File: config.mk
export PLATFORM = sky130hd
export DESIGN_NAME = vram_arbiter
export DESIGN_NICKNAME = d
export VERILOG_FILES = /design/src/rtl/vga_pkg.sv /design/src/rtl/pix_fifo.sv /design/src/rtl/vram_arbiter.sv
export SDC_FILE = /design/constraint.sdc
export NUM_CORES = 1
export LEC_CHECK = 0
export ABC_CLOCK_PERIOD_IN_PS = 5450
export BUFFER_PORTS_ARGS = -buffer_cell sky130_fd_sc_hd__buf_2
export CAP_MARGIN = 20
export CORE_MARGIN = 5
export CORE_UTILIZATION = 50
export CTS_CLUSTER_DIAMETER = 50
export DETAILED_ROUTE_END_ITERATION = 16
export GPL_TIMING_DRIVEN = 0
export PLACE_DENSITY_LB_ADDON = 0.15
export REMOVE_ABC_BUFFERS = 1
export SYNTH_ARGS = -nofsm -noshare
export SYNTH_HDL_FRONTEND = slang
export SYNTH_SLANG_ARGS = --single-unit
File: constraint.sdc
create_clock -name clk -period 5.45 [get_ports clk]
set_input_delay 0 -clock clk [delete_from_list [all_inputs] [get_ports clk]]
set_output_delay 0 -clock clk [all_outputs]
set_load 0.01 [all_outputs]
File: src/rtl/vga_pkg.sv
// Shared pixel/VRAM definitions for the VGA subsystem.
// Provides pixel and address widths, default frame geometry, the write-FIFO
// entry layout, the arbiter state encoding and the pixel_addr() helper.
package vga_pkg;

    localparam int unsigned DATA_W         = 12;   // bbbb_gggg_rrrr
    localparam int unsigned VGA_ROWS       = 480;
    localparam int unsigned VGA_COLS       = 640;
    localparam int unsigned ROW_W          = 9;
    localparam int unsigned COL_W          = 10;
    localparam int unsigned ADDR_W         = ROW_W + COL_W;
    localparam int unsigned DEF_FIFO_DEPTH = 8;
    localparam int unsigned DROP_W         = 8;

    // One buffered renderer write
    typedef struct packed {
        logic [ROW_W-1:0]  row;
        logic [COL_W-1:0]  col;
        logic [DATA_W-1:0] data;
    } pix_entry_t;

    localparam int unsigned ENTRY_W = $bits(pix_entry_t);

    typedef enum logic [1:0] {
        ST_IDLE  = 2'd0,
        ST_DRAIN = 2'd1,
        ST_CLEAR = 2'd2
    } arb_state_t;

    // RAM address is the plain {row, col} concatenation
    function automatic logic [ADDR_W-1:0] pixel_addr(input logic [ROW_W-1:0] row,
                                                     input logic [COL_W-1:0] col);
        return {row, col};
    endfunction

endpackage

File: src/rtl/pix_fifo.sv
// Synchronous FIFO buffering renderer pixel writes.
// Ports: clk/rst (async, active-high); push/din write side; pop/dout read
// side with dout showing the head entry combinationally; full/empty flags.
// Push while full and pop while empty are ignored.
module pix_fifo #(
    parameter int unsigned WIDTH = 31,
    parameter int unsigned DEPTH = 8
) (
    input  logic             clk,
    input  logic             rst,
    input  logic             push,
    input  logic [WIDTH-1:0] din,
    input  logic             pop,
    output logic [WIDTH-1:0] dout,
    output logic             full,
    output logic             empty
);

    localparam int unsigned AW = $clog2(DEPTH);

    logic [WIDTH-1:0] mem_q [DEPTH];
    logic [AW:0]      wr_ptr_q, wr_ptr_d;
    logic [AW:0]      rd_ptr_q, rd_ptr_d;

    // Pointers carry one extra wrap bit to tell full from empty
    assign empty = (wr_ptr_q == rd_ptr_q);
    assign full  = (wr_ptr_q[AW] != rd_ptr_q[AW]) &&
                   (wr_ptr_q[AW-1:0] == rd_ptr_q[AW-1:0]);
    assign dout  = mem_q[rd_ptr_q[AW-1:0]];

    always_comb begin
        wr_ptr_d = wr_ptr_q;
        rd_ptr_d = rd_ptr_q;
        if (push && !full) begin
            wr_ptr_d = wr_ptr_q + {{AW{1'b0}}, 1'b1};
        end
        if (pop && !empty) begin
            rd_ptr_d = rd_ptr_q + {{AW{1'b0}}, 1'b1};
        end
    end

    always_ff @(posedge clk or posedge rst) begin
        if (rst) begin
            wr_ptr_q <= '0;
            rd_ptr_q <= '0;
        end else begin
            wr_ptr_q <= wr_ptr_d;
            rd_ptr_q <= rd_ptr_d;
        end
    end

    // Storage needs no reset; occupancy is defined by the pointers
    always_ff @(posedge clk) begin
        if (push && !full) begin
            mem_q[wr_ptr_q[AW-1:0]] <= din;
        end
    end

endmodule

File: src/rtl/vram_arbiter.sv
// Single-port pixel RAM arbiter between VGA scanout and the renderer.
// Ports: clk/rst (async, active-high); vga_row/col/rdn scanout request and
// vga_din read data; wr_valid/ready/row/col/data renderer writes (buffered);
// clr_start/color/busy/done full-frame clear; drop_cnt out-of-range writes;
// ram_addr/we/wdata/q RAM port.
// VGA reads always win; FIFO drain and the clear sequencer use only cycles
// where vga_rdn is high.
module vram_arbiter
    import vga_pkg::*;
#(
    parameter int unsigned ROWS       = VGA_ROWS,
    parameter int unsigned COLS       = VGA_COLS,
    parameter int unsigned FIFO_DEPTH = DEF_FIFO_DEPTH
) (
    input  logic              clk,
    input  logic              rst,
    input  logic [ROW_W-1:0]  vga_row,
    input  logic [COL_W-1:0]  vga_col,
    input  logic              vga_rdn,
    output logic [DATA_W-1:0] vga_din,
    input  logic              wr_valid,
    output logic              wr_ready,
    input  logic [ROW_W-1:0]  wr_row,
    input  logic [COL_W-1:0]  wr_col,
    input  logic [DATA_W-1:0] wr_data,
    input  logic              clr_start,
    input  logic [DATA_W-1:0] clr_color,
    output logic              clr_busy,
    output logic              clr_done,
    output logic [DROP_W-1:0] drop_cnt,
    output logic [ADDR_W-1:0] ram_addr,
    output logic              ram_we,
    output logic [DATA_W-1:0] ram_wdata,
    input  logic [DATA_W-1:0] ram_q
);

    arb_state_t        state_q, state_d;
    logic [ROW_W-1:0]  crow_q, crow_d;
    logic [COL_W-1:0]  ccol_q, ccol_d;
    logic [DATA_W-1:0] color_q, color_d;
    logic [DROP_W-1:0] drop_q, drop_d;
    logic              done_q, done_d;

    pix_entry_t push_entry;
    pix_entry_t head;
    logic       fifo_full, fifo_empty;
    logic       accept_c, in_range_c, push_c, pop_c, clr_wr_c, last_pix_c;

    assign accept_c   = wr_valid && !fifo_full;
    assign in_range_c = (32'(wr_row) < ROWS) && (32'(wr_col) < COLS);
    // Out-of-range writes are accepted (handshake completes) but never stored
    assign push_c     = accept_c && in_range_c;
    assign pop_c      = vga_rdn && !fifo_empty &&
                        ((state_q == ST_IDLE) || (state_q == ST_DRAIN));
    assign clr_wr_c   = vga_rdn && (state_q == ST_CLEAR);
    assign last_pix_c = (crow_q == ROW_W'(ROWS - 1)) && (ccol_q == COL_W'(COLS - 1));

    assign push_entry.row  = wr_row;
    assign push_entry.col  = wr_col;
    assign push_entry.data = wr_data;

    pix_fifo #(
        .WIDTH (ENTRY_W),
        .DEPTH (FIFO_DEPTH)
    ) u_fifo (
        .clk   (clk),
        .rst   (rst),
        .push  (push_c),
        .din   (push_entry),
        .pop   (pop_c),
        .dout  (head),
        .full  (fifo_full),
        .empty (fifo_empty)
    );

    // RAM port mux: scanout address by default, a write source only when free
    always_comb begin
        ram_addr  = pixel_addr(vga_row, vga_col);
        ram_we    = 1'b0;
        ram_wdata = '0;
        if (clr_wr_c) begin
            ram_addr  = pixel_addr(crow_q, ccol_q);
            ram_we    = 1'b1;
            ram_wdata = color_q;
        end else if (pop_c) begin
            ram_addr  = pixel_addr(head.row, head.col);
            ram_we    = 1'b1;
            ram_wdata = head.data;
        end
    end

    // Next-state: clear sequencer FSM plus drop counter
    always_comb begin
        state_d = state_q;
        crow_d  = crow_q;
        ccol_d  = ccol_q;
        color_d = color_q;
        drop_d  = drop_q;
        done_d  = 1'b0;

        if (accept_c && !in_range_c && (drop_q != '1)) begin
            drop_d = drop_q + DROP_W'(1);
        end

        case (state_q)
            ST_IDLE: begin
                if (clr_start) begin
                    state_d = ST_DRAIN;
                    color_d = clr_color;
                    crow_d  = '0;
                    ccol_d  = '0;
                end
            end
            ST_DRAIN: begin
                if (fifo_empty) begin
                    state_d = ST_CLEAR;
                end
            end
            ST_CLEAR: begin
                if (clr_wr_c) begin
                    if (last_pix_c) begin
                        state_d = ST_IDLE;
                        done_d  = 1'b1;
                        crow_d  = '0;
                        ccol_d  = '0;
                    end else if (ccol_q == COL_W'(COLS - 1)) begin
                        ccol_d = '0;
                        crow_d = crow_q + ROW_W'(1);
                    end else begin
                        ccol_d = ccol_q + COL_W'(1);
                    end
                end
            end
            default: state_d = ST_IDLE;
        endcase
    end

    always_ff @(posedge clk or posedge rst) begin
        if (rst) begin
            state_q <= ST_IDLE;
            crow_q  <= '0;
            ccol_q  <= '0;
            color_q <= '0;
            drop_q  <= '0;
            done_q  <= 1'b0;
        end else begin
            state_q <= state_d;
            crow_q  <= crow_d;
            ccol_q  <= ccol_d;
            color_q <= color_d;
            drop_q  <= drop_d;
            done_q  <= done_d;
        end
    end

    assign vga_din  = ram_q;
    assign wr_ready = !fifo_full;
    assign clr_busy = (state_q != ST_IDLE);
    assign clr_done = done_q;
    assign drop_cnt = drop_q;

endmodule

Yosys cells after proc, flatten, opt, wreduce, memory -nomap -nowiden
Memories as Yosys holds them, arrays and structs flattened. Index checks and enable logic that the tools add are counted.

Register bits after elaboration: 50. Memories kept: 1. RAM bits: 248. Bits in read-only memories: 0. Latch bits: 0. Word-level logic and storage cells: 78. Input bits: 79.

Multiply operators: 0. Magnitude comparators: 2. Div/mod/pow operators: 0. Add/sub/neg operators: 5. Shift-type cells: 0. Reduce and logical (&&, ||, !) cells: 23. Mux-type cells: 26. Bitwise operators: 0. Equality and inequality tests: 13.

Memory list: u_fifo.mem_q (words 8, width 31, rd ports 1, clocked after memory_dff 0, wr ports 1, line pix_fifo.sv:21) `logic [WIDTH-1:0] mem_q [DEPTH];`.

Operators by type and width (count): 10-bit 2-to-1 mux (4); 19-bit 2-to-1 mux (2); 9-bit 2-to-1 mux (4); 12-bit 2-to-1 mux (2); 10-bit case mux with 2 select lines (1); 9-bit case mux with 2 select lines (1); 1-bit logical AND (12); 10-bit by 1-bit adder with 10-bit output (second input constant) (1); 10-bit equality test (second input constant) (1); 10-bit < comparator (second input constant) (1); 9-bit by 1-bit adder with 9-bit output (second input constant) (1); 9-bit equality test (second input constant) (1); 9-bit < comparator (second input constant) (1); 4-bit by 1-bit adder with 4-bit output (second input constant) (2); 8-bit by 1-bit adder with 8-bit output (second input constant) (1); 2-bit 2-to-1 mux (4); 8-bit inequality test (second input constant) (1); 4-bit AND reduction (2); 1-bit 2-to-1 mux (7); 2-bit inequality test (second input constant) (3); 2-bit case mux with 3 select lines (1); 4-bit equality test (1); 2-bit nonzero test (2); 3-bit equality test (1); 10 further kinds (12).

Logic depth before layout (Yosys ltp)
Depth after elaboration: 8. Gate-level depth with buffers: 8.

By module
A second synthesis with hierarchy kept.

Cell total of the unflattened synthesis: 714. Area total of the unflattened synthesis: 12718.4 um^2.

Modules (own cells, without submodules): pix_fifo (cells each 418, area each 9935.8 um^2, instances 1); vram_arbiter (cells each 296, area each 2782.7 um^2, instances 1).

Least setup slack after synthesis
OpenSTA, ideal clock, no wires.

Path kind: reg-to-reg. Start: reg u_fifo.rd_ptr_q[1]. End: mem u_fifo.mem_q[0][0], enable pin. Slack: 0.841 ns. Setup time: 0.497 ns. Cell stages (with the launch flop): 6. Data arrival time: 4.112 ns. Required time: 4.953 ns. Period minus slack after synthesis: 4.609 ns. Cells stage by stage: dfrtp_1 -> buf_6 -> xor2_1 -> o41a_1 -> nand2_1 -> nor4_1.

Word-level cells in the longest chain between the ends: 8.

Ends and longest elaborated chain: start, declared (line pix_fifo.sv:23) `logic [AW:0] rd_ptr_q, rd_ptr_d;`; start signal, assigned (line pix_fifo.sv:48) `rd_ptr_q <= rd_ptr_d;`; 3-bit equality test * (line pix_fifo.sv:28) `(wr_ptr_q[AW-1:0] == rd_ptr_q[AW-1:0]);`; 1-bit logical AND * (line pix_fifo.sv:27) `assign full = (wr_ptr_q[AW] != rd_ptr_q[AW]) &&`; 1-bit zero test * (line pix_fifo.sv:54, vram_arbiter.sv:49); 1-bit logical AND (line vram_arbiter.sv:49) `assign accept_c = wr_valid && !fifo_full;`; 1-bit logical AND (line vram_arbiter.sv:52) `assign push_c = accept_c && in_range_c;`; 1-bit logical AND * (line pix_fifo.sv:54) `if (push && !full) begin`; 1-bit 2-to-1 mux * (line pix_fifo.sv:54); 1-bit 2-to-1 mux (not written as such) * (line pix_fifo.sv:55) `mem_q[wr_ptr_q[AW-1:0]] <= din;`; end, declared (line pix_fifo.sv:21).

Mark *: on every way between the ends. The rest lies on a longest branch, timed or not.

Final worst setup path
Start: reg u_fifo.rd_ptr_q[0]. End: out ram_addr[6].

Word-level cells in the longest chain between the ends: 6.

Ends and longest elaborated chain: 4-bit equality test (line pix_fifo.sv:26) `assign empty = (wr_ptr_q == rd_ptr_q);`; 1-bit zero test (line vram_arbiter.sv:53) `assign pop_c = vga_rdn && !fifo_empty &&`; 1-bit logical AND (2 in series) (line vram_arbiter.sv:53); 19-bit 2-to-1 mux * (line vram_arbiter.sv:85) `end else if (pop_c) begin`; 19-bit 2-to-1 mux * (line vram_arbiter.sv:81) `if (clr_wr_c) begin`; end, declared (line vram_arbiter.sv:31) `output logic [ADDR_W-1:0] ram_addr,`.

Marks and branches as above.

==> impl_metrics.py <==
metrics = {
    "drt": {
        "drtIter0Drc": 456,
        "drc": 0,
        "ant_nets": 0,
        "dr.pass1.iters": 5,
        "vias": 7023,
        "routedWlPerCell_um": 22.6,
        "vias_per_cell": 5.67,
        "wl_um": 28000,
    },
    "timing": {
        "period_needed_ns": 3.70,
        "hold_viol": 0,
        "tightest_slew_ns": 0.949,
        "finalSetupViolCount": 0,
        "setup_tns_ns": 0,
        "timing.clock.skew_ns": 0.0167,
        "post-route-period-util_pct": 68.0,
        "slew_headroom_pct": 36.4,
        "final_max_slew_viol_count": 0,
        "rsz0062_at_grt": "false",
        "timing.fmax_ghz": 0.270,
        "hold_ws_ns": 0.0000925,
    },
    "setup_path": {
        "worst-path-buf-inv": 3,
        "endpoint": "ram_addr[6]",
        "path_depth": 8,
        "path_max_fanout": 39,
        "critPathMaxStageDelay_ns": 0.82,
        "crit_path_end_kind": "output port",
        "r2r-start": "u_fifo.rd_ptr_q[0]",
        "r2r_end": "u_fifo.mem_q[2][12]",
        "worstPathRequired_ns": 5.45,
        "critical-path-slowest-cell": "dfrtp_4",
        "worstRegToRegCells": 9,
        "critPathTopFamily": "simple AND/OR/NAND/NOR gates",
        "startpoint_type": "register",
        "critPathKind": "reg2out",
        "r2r_setup_slack_ns": 1.80,
        "startpoint": "u_fifo.rd_ptr_q[0]",
        "cp_cell_sequence": "buf_16 -> xor2_1 -> nor4_2 -> nand2b_2 -> buf_12 -> a211oi_1 -> nor3_1 -> buf_2",
        "arrival_ns": 3.70,
    },
    "logic_synthesis": {
        "synth-main-ff-cell": "edfxtp_1",
        "yosys.area.top_type_share_pct": 60.3,
        "syn_avg_cell_area_um2": 17.1,
        "synth-edff-count": 248,
        "synth_seq_cells": 298,
        "postSynthCellCount": 723,
        "synthArstFlopShare_pct": 16.8,
        "synth_cell_types": 52,
        "synth_area_leaders": "edfxtp_1, mux4_2, dfrtp_1, nand2_1, o21ai_0",
        "yosys.area.top_type": "edfxtp_1",
        "synth-seq-area-share_pct": 70.4,
        "yosysWarnings": 0,
        "synth_area_mm2": 0.0124,
    },
    "clock_network": {
        "cts_htree_levels": 2,
        "cts.sinks": 298,
        "cts.clk_slew.worst_paths_ns": 0.06,
        "cts_inserted_buffers": 34,
        "cts.repair.resized": 0,
        "cts-root-buf": "clkbuf_16",
        "clockBufferDepth": 3,
        "clk_latency_ns": 0.50,
        "cts_setup_buffers": 0,
        "tritoncts": "done",
    },
    "layout": {
        "diodes": 0,
        "fin_util_pct": 61.7,
        "final_cell_mix": "edfxtp_1, buf_2, mux4_2, nand2_1, dfrtp_1",
        "instances_no_fill": 1239,
        "nNetsFinal": 975,
        "drive_above_1_share_pct": 31.4,
        "area_growth_pct": 21.5,
        "layout_commonest_cell": "edfxtp_1",
        "fill_cells": 1764,
    },
    "grt": {
        "antenna_found_initial": 0,
        "grt_usage_pct": 20.1,
        "grt_max_degree": 66,
        "grt_pass1_vias": 7427,
        "grt_remaining_overflow": 0,
        "grt_pass1_wl_um": 43200,
    },
    "floorplanning": {
        "die_y_um": 167,
        "die_w_um": 167,
        "rows": 57,
        "initial_core_util_pct": 50.8,
        "core_region_area_mm2": 0.0243,
        "dieArea_mm2": 0.0279,
        "io-pin-count": 134,
    },
    "power": {
        "p_switching_mw": 2.12,
        "leakage_nw": 5.28,
        "peakVddDrop_v": 0.000306,
        "seqPwrFrac_pct": 44.1,
        "power_density_mw_per_mm2": 477,
        "finalPower_mw": 7.16,
        "switching_share_pct": 29.6,
        "p_int_mw": 5.03,
        "pwr-share-clk_pct": 29.9,
        "combPwrFrac_pct": 25.9,
    },
    "min_path": {
        "hp-class": "in2out",
    },
    "placement": {
        "hpwlAfterDp_um": 17900,
        "dp_cells": 1132,
        "gp_congestion": 0.767,
        "io_buffer_count": 109,
    },
    "outcome": {
        "outcome": "finished clean",
    },
    "run": {
        "max-cap-violations": 0,
    },
}
-- how the worst min path moves through the flow --
stage                  to     start  cells after the start
6_report       vga_din[0]  ram_q[0]                      0
5_1_grt        vga_din[4]  ram_q[4]                      0
3_5_place_dp   vga_din[0]  ram_q[0]                      0
4_1_cts        vga_din[0]  ram_q[0]                      0
3_3_place_gp   vga_din[0]  ram_q[0]                      0
2_1_floorplan  vga_din[0]  ram_q[0]                      0
-- worst reg2reg max path: cells and delay by family (launching register included) --
family	cells	cell delay, ns
AND/OR/NAND/NOR	2	0.82
XOR/XNOR	1	0.34
buffers and inverters	5	1.11
flip-flops	1	0.82
AO/OA/AOI/OAI	1	0.26
-- cells by family after synthesis --
group | count (synthesis) | synth area share (%)
AOI/OAI and AO/OA | 96 | 4.78
xor gates and xnor gates | 23 | 1.63
muxes | 90 | 13.8
DFF | 298 | 70.4
and+or+nand+nor | 155 | 6.31
adders and majority gates | 5 | 0.506
buffers and inverters | 56 | 2.60
-- registers in the layout, indices dropped and copies added, names as in the netlist --
signal           count
u_fifo.rd_ptr_q      4
u_fifo.wr_ptr_q      4
clr_done             1
u_fifo.mem_q       248
crow_q               9
ccol_q              10
state_q              2
color_q             12
drop_cnt             8
-- cell type report --
cell class                      instances  area, um2  area share (%)
Sequential cell                       298       8710            58.0
Multi-Input combinational cell        369       3390            22.6
Timing Repair Buffer                  185       1430            9.54
Clock buffer                           43        916            6.10
Tap cell                              324        405            2.70
Clock inverter                         17        146           0.975
Inverter                                3       11.3          0.0750
-- layer usage --
metal / GRT usage (%) / wire [um] / vias to the layer above
met5: 0 / 0 / -
met4: 5.75 / 700 / 0
met3: 4.15 / 1680 / 39
met2: 34.0 / 14100 / 224
met1: 26.8 / 11500 / 3595
li1: - / - / 3165
-- through the flow --
stage                     setup WS, ns  cell area, um2
final                             1.75           15000
after global routing              1.52           15000
after CTS                         1.69           15000
after detailed placement          1.84           13500
after global placement           -6.07           13000
after floorplan                  -1.25           12000
-- synth_stat cells (11+ instances only) --
| library cell | n |
|---|---|
| dfrtp_1 | 50 |
| o21ai_1 | 22 |
| nor2b_1 | 22 |
| nand2_1 | 56 |
| buf_4 | 21 |
| mux4_2 | 62 |
| o21ai_0 | 34 |
| nor3_1 | 11 |
| nor2_1 | 20 |
| nand3_1 | 11 |
| clkbuf_1 | 20 |
| mux2_2 | 14 |
| mux2i_1 | 13 |
| a211oi_1 | 19 |
| xnor2_1 | 14 |
| edfxtp_1 | 248 |
-- power by group through the flow --
stage,Sequential [mW],Clock [mW],Combinational [mW]
final,3.16,2.14,1.85
after global routing,3.21,2.29,2.01
after CTS,3.17,2.19,1.88
after detailed placement,3.21,0,1.84
after global placement,3.28,0,1.72
after floorplan,3.13,0,1.20
-- timing repair --
item                                    CTS  global route
endpoints found under the setup margin    0             0
hold buffers                             46             0
endpoints found under the hold margin   312             0
(Power assumes the default switching activity.)
